**config.mk**
```make
export PLATFORM = sky130hd
export DESIGN_NAME = nibble_deser
export DESIGN_NICKNAME = d
export VERILOG_FILES = /design/src/rtl/nibble_pkg.sv /design/src/rtl/nibble_shift.sv /design/src/rtl/nibble_deser.sv
export SDC_FILE = /design/constraint.sdc
export NUM_CORES = 1
export LEC_CHECK = 0
export ABC_AREA = 0
export CAP_MARGIN = 5
export CORE_ASPECT_RATIO = 0.6
export CORE_UTILIZATION = 44
export CTS_CLUSTER_SIZE = 40
export DETAILED_ROUTE_END_ITERATION = 7
export HOLD_SLACK_MARGIN = 0.15
export PLACE_DENSITY_LB_ADDON = 0.15
export SLEW_MARGIN = 25
export SYNTH_ARGS = -nofsm -noshare
export SYNTH_HDL_FRONTEND = slang
export SYNTH_SLANG_ARGS = --single-unit
```
**constraint.sdc**
```tcl
create_clock -name i_clk -period 1.6 [get_ports i_clk]
set_clock_uncertainty 0.05 [all_clocks]
set_input_delay 0.48 -clock i_clk [delete_from_list [all_inputs] [get_ports i_clk]]
set_output_delay 0.48 -clock i_clk [all_outputs]
set_load 0.1 [all_outputs]
```
**src/rtl/nibble_pkg.sv**
```systemverilog
// nibble_pkg: shared types, default width and bit placement helper for nibble_deser
package nibble_pkg;
  localparam int W_DEF = 4;
  typedef enum logic [1:0] {S_IDLE, S_SHIFT, S_PAR} state_t;
  function automatic int bit_pos(input int idx, input bit msb_1st, input int w = W_DEF);
    return msb_1st ? w - 1 - idx : idx;
  endfunction
endpackage

```
**src/rtl/nibble_shift.sv**
```systemverilog
// nibble_shift: shift register, bit counter and start-of-word abort for nibble_deser
module nibble_shift import nibble_pkg::*; #(
  parameter int W = W_DEF,
  parameter bit MSB_1ST = 1'b0,
  parameter int NB = W
) (
  input  logic                    i_clk,
  input  logic                    i_rst,
  input  logic                    i_acc,
  input  logic                    i_bit,
  input  logic                    i_sof,
  output logic [W-1:0]            o_word,
  output logic [$clog2(NB)-1:0]   o_cnt,
  output logic                    o_done,
  output logic                    o_abort
);
  localparam int CW = $clog2(NB);
  logic [W-1:0] sr_q, sr_d, base, m;
  logic [CW-1:0] cnt_q, cnt_d, idx;
  logic restart;
  // place the accepted bit; a sof on a partial word restarts at bit 0, positions >= W (parity) are not stored
  always_comb begin
    restart = i_sof && cnt_q != '0;
    idx = restart ? '0 : cnt_q;
    o_abort = i_acc && restart;
    o_done = i_acc && !restart && cnt_q == CW'(NB - 1);
    base = idx == '0 ? '0 : sr_q;
    m = int'(idx) < W ? W'(1) << bit_pos(int'(idx), MSB_1ST, W) : '0;
    sr_d = i_acc ? (base & ~m) | ({W{i_bit}} & m) : sr_q;
    cnt_d = !i_acc ? cnt_q : o_done ? '0 : idx + 1'b1;
  end
  // shift register and bit counter
  always_ff @(posedge i_clk) begin
    if (i_rst) begin
      sr_q <= '0;
      cnt_q <= '0;
    end else begin
      sr_q <= sr_d;
      cnt_q <= cnt_d;
    end
  end
  assign o_word = sr_d;
  assign o_cnt = cnt_q;
endmodule

```
**src/rtl/nibble_deser.sv**
```systemverilog
// nibble_deser: serial-to-parallel word assembler with held capture strobe; parity option NIBBLE_DESER_PARITY_EN
module nibble_deser import nibble_pkg::*; #(
  parameter int W = W_DEF,
  parameter bit MSB_1ST = 1'b0,
  parameter int CNT_W = 8
) (
  input  logic             i_clk,
  input  logic             i_rst,
  input  logic             i_bit_valid,
  output logic             o_bit_ready,
  input  logic             i_bit,
  input  logic             i_sof,
  input  logic             i_hold,
  output logic [W-1:0]     o_a,
  output logic             o_en,
  output logic             o_drop,
  output logic             o_perr,
  output logic [CNT_W-1:0] o_words
);
`ifdef NIBBLE_DESER_PARITY_EN
  localparam bit PAR_EN = 1'b1;
`else
  localparam bit PAR_EN = 1'b0;
`endif
  localparam int NB = PAR_EN ? W + 1 : W;
  localparam int CW = $clog2(NB);
  state_t state_q, state_d;
  logic [W-1:0] word, a_q, a_d;
  logic [CW-1:0] cnt;
  logic [CNT_W-1:0] words_q, words_d;
  logic acc, done, abort, par_ok, last, complete, strobe;
  logic pend_q, pend_d, en_q, en_d, drop_q, drop_d, perr_q, perr_d;
  nibble_shift #(.W(W), .MSB_1ST(MSB_1ST), .NB(NB)) u_shift (
    .i_clk(i_clk), .i_rst(i_rst), .i_acc(acc), .i_bit(i_bit), .i_sof(i_sof),
    .o_word(word), .o_cnt(cnt), .o_done(done), .o_abort(abort)
  );
`ifdef NIBBLE_DESER_PARITY_EN
  assign par_ok = ~(^{word, i_bit});
`else
  assign par_ok = 1'b1;
`endif
  assign last = cnt == CW'(W - 1);
  assign o_bit_ready = !(pend_q && (PAR_EN ? state_q == S_PAR : (state_q == S_SHIFT && last)));
  assign acc = i_bit_valid && o_bit_ready;
  // word position FSM: idle, collecting data, awaiting parity
  always_comb begin
    state_d = state_q;
    if (acc)
      unique case (state_q)
        S_IDLE:  state_d = S_SHIFT;
        S_SHIFT: state_d = (!i_sof && last) ? (PAR_EN ? S_PAR : S_IDLE) : S_SHIFT;
        S_PAR:   state_d = i_sof ? S_SHIFT : S_IDLE;
        default: state_d = S_IDLE;
      endcase
  end
  // a completed word is held in o_a until strobed; completion cannot coincide with pend
  always_comb begin
    complete = done && par_ok;
    strobe = pend_q && !i_hold;
    en_d = strobe;
    pend_d = complete || (pend_q && !strobe);
    a_d = complete ? word : a_q;
    words_d = words_q + CNT_W'(strobe);
    drop_d = abort;
    perr_d = done && !par_ok;
  end
  // output and handshake registers
  always_ff @(posedge i_clk) begin
    if (i_rst) begin
      state_q <= S_IDLE;
      a_q <= '0;
      pend_q <= 1'b0;
      en_q <= 1'b0;
      drop_q <= 1'b0;
      perr_q <= 1'b0;
      words_q <= '0;
    end else begin
      state_q <= state_d;
      a_q <= a_d;
      pend_q <= pend_d;
      en_q <= en_d;
      drop_q <= drop_d;
      perr_q <= perr_d;
      words_q <= words_d;
    end
  end
  assign o_a = a_q;
  assign o_en = en_q;
  assign o_drop = drop_q;
  assign o_perr = perr_q;
  assign o_words = words_q;
endmodule

```
# After elaboration in Yosys (flattened, before gate mapping)
# Index checks and enable logic that the tools add are counted.
dict set report totals {
  latch_bits 0
  register_bits 23
  wordCells 44
  romBits 0
  in_bits 6
  ramBits 0
  memories 0
  output_inout_bits 16
}
dict set report classes {
  mux 7
  reduce_logical 19
  n_addsub 2
  div_mod_pow 0
  n_mul 0
  magnitude_cmp 0
  bitwise_logic 4
  eq_ne 3
  shift 1
}
# cell n
set op_table {}
lappend op_table {{logical AND 1 bit} 10}
lappend op_table {{adder 8 x 1 -> 8 bit} 1}
lappend op_table {{bitwise AND 4 bit} 2}
lappend op_table {{two-way mux 4 bit} 2}
lappend op_table {{logical NOT 1 bit} 5}
lappend op_table {{equality test 2 bit, second input constant} 2}
lappend op_table {{logical NOT 2 bit} 2}
lappend op_table {{two-way mux 2 bit} 2}
lappend op_table {{NOT 4 bit} 1}
lappend op_table {{bitwise OR 4 bit} 1}
lappend op_table {{left shift 1 x 2 -> 4 bit, first input constant} 1}
lappend op_table {{case mux 1 bit (3 select lines)} 1}
lappend op_table {{adder 2 x 1 -> 2 bit, second input constant} 1}
lappend op_table {{equality test 2 x 1 -> 1 bit, second input constant} 1}
lappend op_table {{two-way mux 1 bit} 2}
lappend op_table {{nonzero test 2 bit} 1}
lappend op_table {{logical OR 1 bit} 1}

# Logic depth before layout (Yosys ltp)
# Gate-level depths: netlist of run 1.
dict set report logic_depth {
  ltp_word 8
  ltp_mapped 6
  depth_no_buf 6
}

# Hierarchy
# From an unflattened synthesis of run 1, not the netlist that was laid out.
dict set report unflattened {
  hier_cells 105
  hier_area_um2 1016.0
}
# mod seq_area_each_um2 instances area_per_inst_um2 cells_per_inst
set by_module_without_submodules {}
lappend by_module_without_submodules {nibble_deser 320.3 1 620.6 65}
lappend by_module_without_submodules {nibble_shift 120.1 1 395.4 40}

# Worst setup path after synthesis of run 1
# Ideal clock, no wire load.
dict set report synth_timing {
  kind {flip-flop to flip-flop}
  from {register words_q[0], in the netlist o_words[0]}
  to {register words_q[6], in the netlist o_words[6]}
  required_ns 1.479
  setup_time_ns 0.071
  t_arrival_ns 2.072
  period_less_slack_ns 2.192
  path_buffers 0
  slack_ns -0.592
  path_stages_with_launch 6
  path_cell_list {dfxtp_1 > ha_1 > ha_1 > nand3_1 > or3_1 > a21oi_1}
}
dict set report synth_between {
  elab_chain_len 1
}
# item line_no
set synth_lines {}
lappend synth_lines {{start, declared} nibble_deser.sv:30} ;# logic [CNT_W-1:0] words_q, words_d;
lappend synth_lines {{start signal, assigned} nibble_deser.sv:84} ;# words_q <= words_d;
lappend synth_lines {{adder 8 x 1 -> 8 bit} nibble_deser.sv:63} ;# words_d = words_q + CNT_W'(strobe);
# No other way between the ends.
# A chain may end at the register's enable or synchronous reset.

# Worst setup path after layout of run 1
dict set report layout_timing {
  from {register state_q[0]}
  to {output port o_bit_ready}
}
dict set report layout_between {
  elab_chain_len 4
}
# item line_no
set layout_lines {}
lappend layout_lines {{start, declared} nibble_deser.sv:27} ;# state_t state_q, state_d;
lappend layout_lines {{start signal, assigned} nibble_deser.sv:78} ;# state_q <= state_d;
lappend layout_lines {{equality test 2 x 1 -> 1 bit} nibble_deser.sv:43} ;# assign o_bit_ready = !(pend_q && (PAR_EN ? state_q == S_PAR : (state_q == S_SHIFT && last)));
lappend layout_lines {{logical AND 1 bit (2 in series)} nibble_deser.sv:43}
lappend layout_lines {{logical NOT 1 bit} nibble_deser.sv:43}
lappend layout_lines {{end, declared} nibble_deser.sv:10} ;# output logic o_bit_ready,
# No other way between the ends.

==> results of run 1 <==
==> layout make-up <==
cell class                      instances  area (sq um)  share of cell area, %
Multi-Input combinational cell         77           603                   36.0
Timing Repair Buffer                   39           494                   29.5
Sequential cell                        22           457                   27.2
Clock buffer                            4          66.3                   3.96
Tap cell                               30          37.5                   2.24
Inverter                                3          18.8                   1.12
==> registers in the layout, summed over array words and instances (netlist names) <==
name           cells
pend_q             1
o_words            8
o_a                4
state_q            1
o_drop             1
o_en               1
u_shift.o_cnt      2
u_shift.sr_q       4
==> power by group <==
group	leakage, nW	switching (W)	internal, W	total [W]
clock	0.0339	0.000190	0.000272	0.000461
combinational	0.412	0.0000905	0.0000649	0.000155
sequential	0.184	0.00000764	0.000557	0.000565
==> worst max path at each step <==
| stage | start | endpoint | slack (ns) | cells past startpoint |
|---|---|---|---|---|
| after floorplan | i_hold | o_words[6]$_SDFF_PP0_ | -0.02 | 6 |
| after global placement | i_hold | o_words[7]$_SDFF_PP0_ | -0.48 | 6 |
| after detailed placement | i_sof | o_a[1]$_SDFFE_PP0P_ | -0.63 | 6 |
| after CTS | u_shift.o_cnt[1]$_SDFFE_PP0N_ | o_bit_ready | -0.01 | 3 |
| after global routing | state_q[0]$_SDFFE_PP0N_ | o_bit_ready | -0.04 | 3 |
| final | state_q[0]$_SDFFE_PP0N_ | o_bit_ready | -0.03 | 3 |
==> kinds of logic after synthesis <==
kind of cell	synth area share (%)
and+or+nand+nor	20.8
AOI/OAI and AO/OA	20.1
DFF	43.3
buffers and inverters	5.42
adders and majority gates	7.39
xor gates and xnor gates	2.59
other	0.369
==> Yosys cell counts, types with 2 or more instances <==
library cell,count
nand4_1,4
o21ai_0,9
xor2_1,2
buf_1,2
nand2_1,8
dfxtp_1,22
or3_1,2
nor2b_1,5
buf_2,3
nor2_1,7
inv_1,2
a21oi_1,8
a311oi_2,4
nand3_1,4
ha_1,6
a31oi_1,4
==> stage by stage <==
stage          instance area, sq um  util, %  instances  total power, W
2_1_floorplan                  1050        -        109        0.000653
3_3_place_gp                   1480     68.1        164        0.000700
3_5_place_dp                   1480     68.1        164        0.000706
4_1_cts                        1620     74.5        174         0.00117
5_1_grt                        1680     76.9        175         0.00122
6_report                       1680     76.9        175         0.00118
==> layer usage <==
| layer | global-route usage, % | vias up | routed length [microns] |
|---|---|---|---|
| met2 | 38.3 | 36 | 1330 |
| li1 | - | 462 | - |
| met1 | 27.7 | 482 | 1210 |
| met5 | 0 | - | 0 |
| met4 | 7.39 | 0 | 26 |
| met3 | 7.06 | 5 | 158 |
==> repair_timing <==
action                     4_1_cts  5_1_grt
setup buffers                    6        2
pin swaps                        8        6
gates resized for setup         22       12
setup endpoints to repair       15       13
hold buffers                     0        0
==> worst max-delay path: cells and delay by family, from the launching register on <==
family,cells,cell delay [ns]
buffers and inverters,2,0.19
flip-flops,1,0.36
AND/OR/NAND/NOR,1,0.26
==> impl_metrics.tcl, run 1 <==
set metrics [dict create \
    rr_worst_depth 6 \
    endpoint_kind "output port" \
    ys_ff_latch 22 \
    timing.rr.end "state_q[0]$_SDFFE_PP0N_" \
    htreeDepth 1 \
    netlist_top_cells_area "dfxtp_1 (43%), ha_1 (7.4%), a311oi_2 (5.9%), o21ai_0 (4.4%), a21oi_1 (3.9%)" \
    max-vdd-ir-drop_mv 0.543 \
    dr.pass1.iters 4 \
    synthToLayoutAreaGrowth_pct 65.0 \
    tns_ns -0.0270 \
    io_buffers 20 \
    nFillCells 144 \
    r2r-start "state_q[0]$_SDFFE_PP0N_" \
    hpwlAfterDp_microns 1700 \
    yosys.area.top_type_share_pct 43.3 \
    critical_path.cell_chain "and4_4, inv_8, buf_12" \
    fmax_mhz 615 \
    drive_gt1_share_pct 50.3 \
    fin_ws_ns -0.0270 \
    final_antenna_net_count 0 \
    post-place-ws_ns -0.625 \
    syn_inst 109 \
    layout.nets 158 \
    overflow 0 \
    rrSetupSlack_ns 0.03 \
    vias 985 \
    critical_path_class "reg -> out" \
    dieArea_sq_mm 0.00251 \
    num_rows 13 \
    start_util_pct 46.6 \
    grt_pass1_wl_microns 4020 \
    min-delay-path-class "reg -> reg" \
    p_leak_nw 0.629 \
    die_h_microns 39.2 \
    fin_crit_ns 1.63 \
    final_hold_viol_count 0 \
    track_usage_pct 22.5 \
    power_density_mw_per_mm2 705 \
    gp_congestion 0.823 \
    maxSlewViolCount 0 \
    insertion_delay_ns 0.27 \
    fin_crit_sh_pct 102 \
    syn-num-nets 121 \
    synth_ff_type "dfxtp_1" \
    core_area_sq_mm 0.00218 \
    syn_area_sq_mm 0.00102 \
    slowest_delay_ns 0.36 \
    cpMaxStageDelayCell "dfxtp_2" \
    violations "setup timing" \
    path_max_fanout 3 \
    status "finished, violations left" \
    synth_edf_count 0 \
    async_reset_ff_share_pct 0 \
    cts_tree "built" \
    min_to "state_q[0]$_SDFFE_PP0N_" \
    worst_hold_slack_ns 0.432 \
    finalSetupViolCount 1 \
    drt_drc_violations_left 0 \
    fp.dieW_microns 64.0 \
    syn_avg_cell_area_sq_um 9.32 \
    grt_pass1_vias 844 \
    diodes 0 \
    cts-root-buf "clkbuf_8" \
    final_cell_mix "buf_4 (19), buf_12 (15), dfxtp_1 (11)" \
    drt-initial-drc-count 51 \
    ys_seq_area_share_pct 43.3 \
    layout_commonest_cell "buf_4" \
    viasPerCell 5.63 \
    max_cap_viol_count 0 \
    grt_max_degree 14 \
    wl_per_cell_microns 15.6 \
    min-delay-start "state_q[0]$_SDFFE_PP0N_" \
    yosysUniqueCellTypes 33 \
    io_pins 22 \
    cp.required_ns 1.07 \
    cp_data_arrival_time_ns 1.10 \
    antenna_found_initial 0 \
    clock_path_buffers 2 \
    critPathLaunchType "flip-flop" \
    cts_made_buffers 3 \
    yosys_warnings 0 \
    path_clk_slew_ns 0.09 \
    min_path_cells 1 \
    rsz0062_at_grt "true" \
    cts_sinks 22 \
    totalWireLength_microns 2730 \
    yosysTopAreaCell "dfxtp_1" \
]
(Power assumes the default switching activity.)
==> run 2, diff against run 1 <==
- CORE_MARGIN: unset -> 3
==> run 2 against run 1 <==
The run still ends with setup timing left. Non-clock buffer count increased by 1. Utilization increased by 7.4 points. Critical endpoint unchanged. Register-to-register slack improved by 0.03 ns.
==> impl_metrics.tcl, run 2 (synthesized netlist as in run 1, its figures left out) <==
set metrics [dict create \
    worst_hold_slack_ns 0.451 \
    min_to "u_shift.sr_q[1]$_SDFF_PP0_" \
    critical_path_class "reg -> out" \
    dr.pass1.iters 4 \
    critPathLaunchType "flip-flop" \
    fmax_mhz 619 \
    finalSetupViolCount 1 \
    violations "setup timing" \
    fin_ws_ns -0.0151 \
    hpwlAfterDp_microns 1910 \
    drive_gt1_share_pct 52.1 \
    start_util_pct 50.5 \
    nFillCells 106 \
    largest_register_ffs 8 \
    tns_ns -0.0151 \
    clock_path_buffers 2 \
    core_area_sq_mm 0.00201 \
    totalWireLength_microns 3120 \
    cts_sinks 22 \
    timing.rr.end "u_shift.o_cnt[1]$_SDFFE_PP0N_" \
    maxSlewViolCount 0 \
    cts-root-buf "clkbuf_8" \
    grt_pass1_vias 1079 \
    critical_path.cell_chain "and4_4, inv_8, buf_12" \
    fin_crit_ns 1.62 \
    final_cell_mix "buf_4 (19), buf_12 (16), dfxtp_1 (11)" \
    total_power_w 0.00120 \
    fin_crit_sh_pct 101 \
    final_antenna_net_count 0 \
    cts_tree "built" \
    viasPerCell 5.87 \
    rsz0062_at_grt "true" \
    track_usage_pct 25.4 \
    p_leak_nw 0.639 \
    dieArea_sq_mm 0.00294 \
    layout.nets 159 \
    utilization_pct 84.3 \
    vias 1022 \
    cpMaxStageDelayCell "dfxtp_2" \
    r2r-start "u_shift.o_cnt[0]$_SDFFE_PP0N_" \
    power_density_mw_per_mm2 707 \
    max-vdd-ir-drop_mv 0.746 \
    placed_area_sq_mm 0.00150 \
    fp.dieW_microns 68.0 \
    num_rows 12 \
    grt_max_degree 20 \
    htreeDepth 1 \
    antenna_found_initial 0 \
    drt_drc_violations_left 0 \
    path_max_fanout 2 \
    cp.required_ns 1.07 \
    io_buffers 20 \
    endpoint_kind "output port" \
    path_clk_slew_ns 0.09 \
    min-delay-start "u_shift.sr_q[1]$_SDFF_PP0_" \
    final_hold_viol_count 0 \
    io_pins 22 \
    min-delay-path-class "reg -> reg" \
    design_area_sq_mm 0.00170 \
    gp_congestion 0.781 \
    die_h_microns 43.2 \
    slowest_delay_ns 0.34 \
    wl_per_cell_microns 17.9 \
    rr_worst_depth 6 \
    cp_data_arrival_time_ns 1.09 \
    min_path_cells 2 \
    insertion_delay_ns 0.28 \
    overflow 0 \
    max_cap_viol_count 0 \
    layout_commonest_cell "buf_4" \
    rrSetupSlack_ns 0.06 \
    drt-initial-drc-count 133 \
    synthToLayoutAreaGrowth_pct 67.0 \
    cts_made_buffers 3 \
    status "finished, violations left" \
    diodes 0 \
    grt_pass1_wl_microns 5520 \
]
-- run 2: layer usage --
metal	vias to the layer above	share of wire, %	global-route usage [%]
met5	-	0	0
met4	0	2.4	7.91
met3	12	8.9	7.41
met2	58	49	41.8
met1	487	40	31.5
li1	465	-	-
-- run 2: area by class of cell --
class	count	area (sq um)	area share [%]
multi-input cells	77	608	35.8
repair buffers	40	512	30.2
flip-flops and latches	22	457	26.9
clock buffers	4	66.3	3.91
well taps	28	35.0	2.06
inverters	3	18.8	1.11
-- run 2: where the power goes --
group | switching, W | total [W] | internal, W
combinational | 0.0000949 | 0.000166 | 0.0000709
sequential | 0.00000658 | 0.000564 | 0.000557
clock | 0.000198 | 0.000470 | 0.000272
-- run 2: worst max path at each step --
stage	from	endpoint	cells after the start
4_1_cts	pend_q$_SDFF_PP0_	o_bit_ready	3
3_5_place_dp	i_sof	o_a[2]$_SDFFE_PP0P_	7
2_1_floorplan	i_hold	o_words[6]$_SDFF_PP0_	6
6_report	state_q[0]$_SDFFE_PP0N_	o_bit_ready	3
3_3_place_gp	i_sof	o_a[1]$_SDFFE_PP0P_	6
5_1_grt	state_q[0]$_SDFFE_PP0N_	o_bit_ready	3
-- run 2: timing repair --
action | in CTS | in global routing
hold buffers | 0 | 0
endpoints found under the hold margin | 0 | 0
pin swaps | 9 | 1
endpoints found under the setup margin | 15 | 9
gates cloned | 0 | 0
buffers inserted | 6 | 1
gates resized for setup | 30 | 6
-- run 2: critical path, delay by kind of cell, from the launching register on --
family,cells,cell delay (ns)
buffers and inverters,2,0.19
DFF,1,0.34
and+or+nand+nor,1,0.27
-- run 2: stage by stage --
step | setup slack (ns) | cells
finish | -0.0151 | 174
global route | -0.0391 | 174
CTS | -0.0102 | 173
detailed placement | -0.547 | 163
global placement | -0.480 | 163
floorplan | -0.0167 | 109
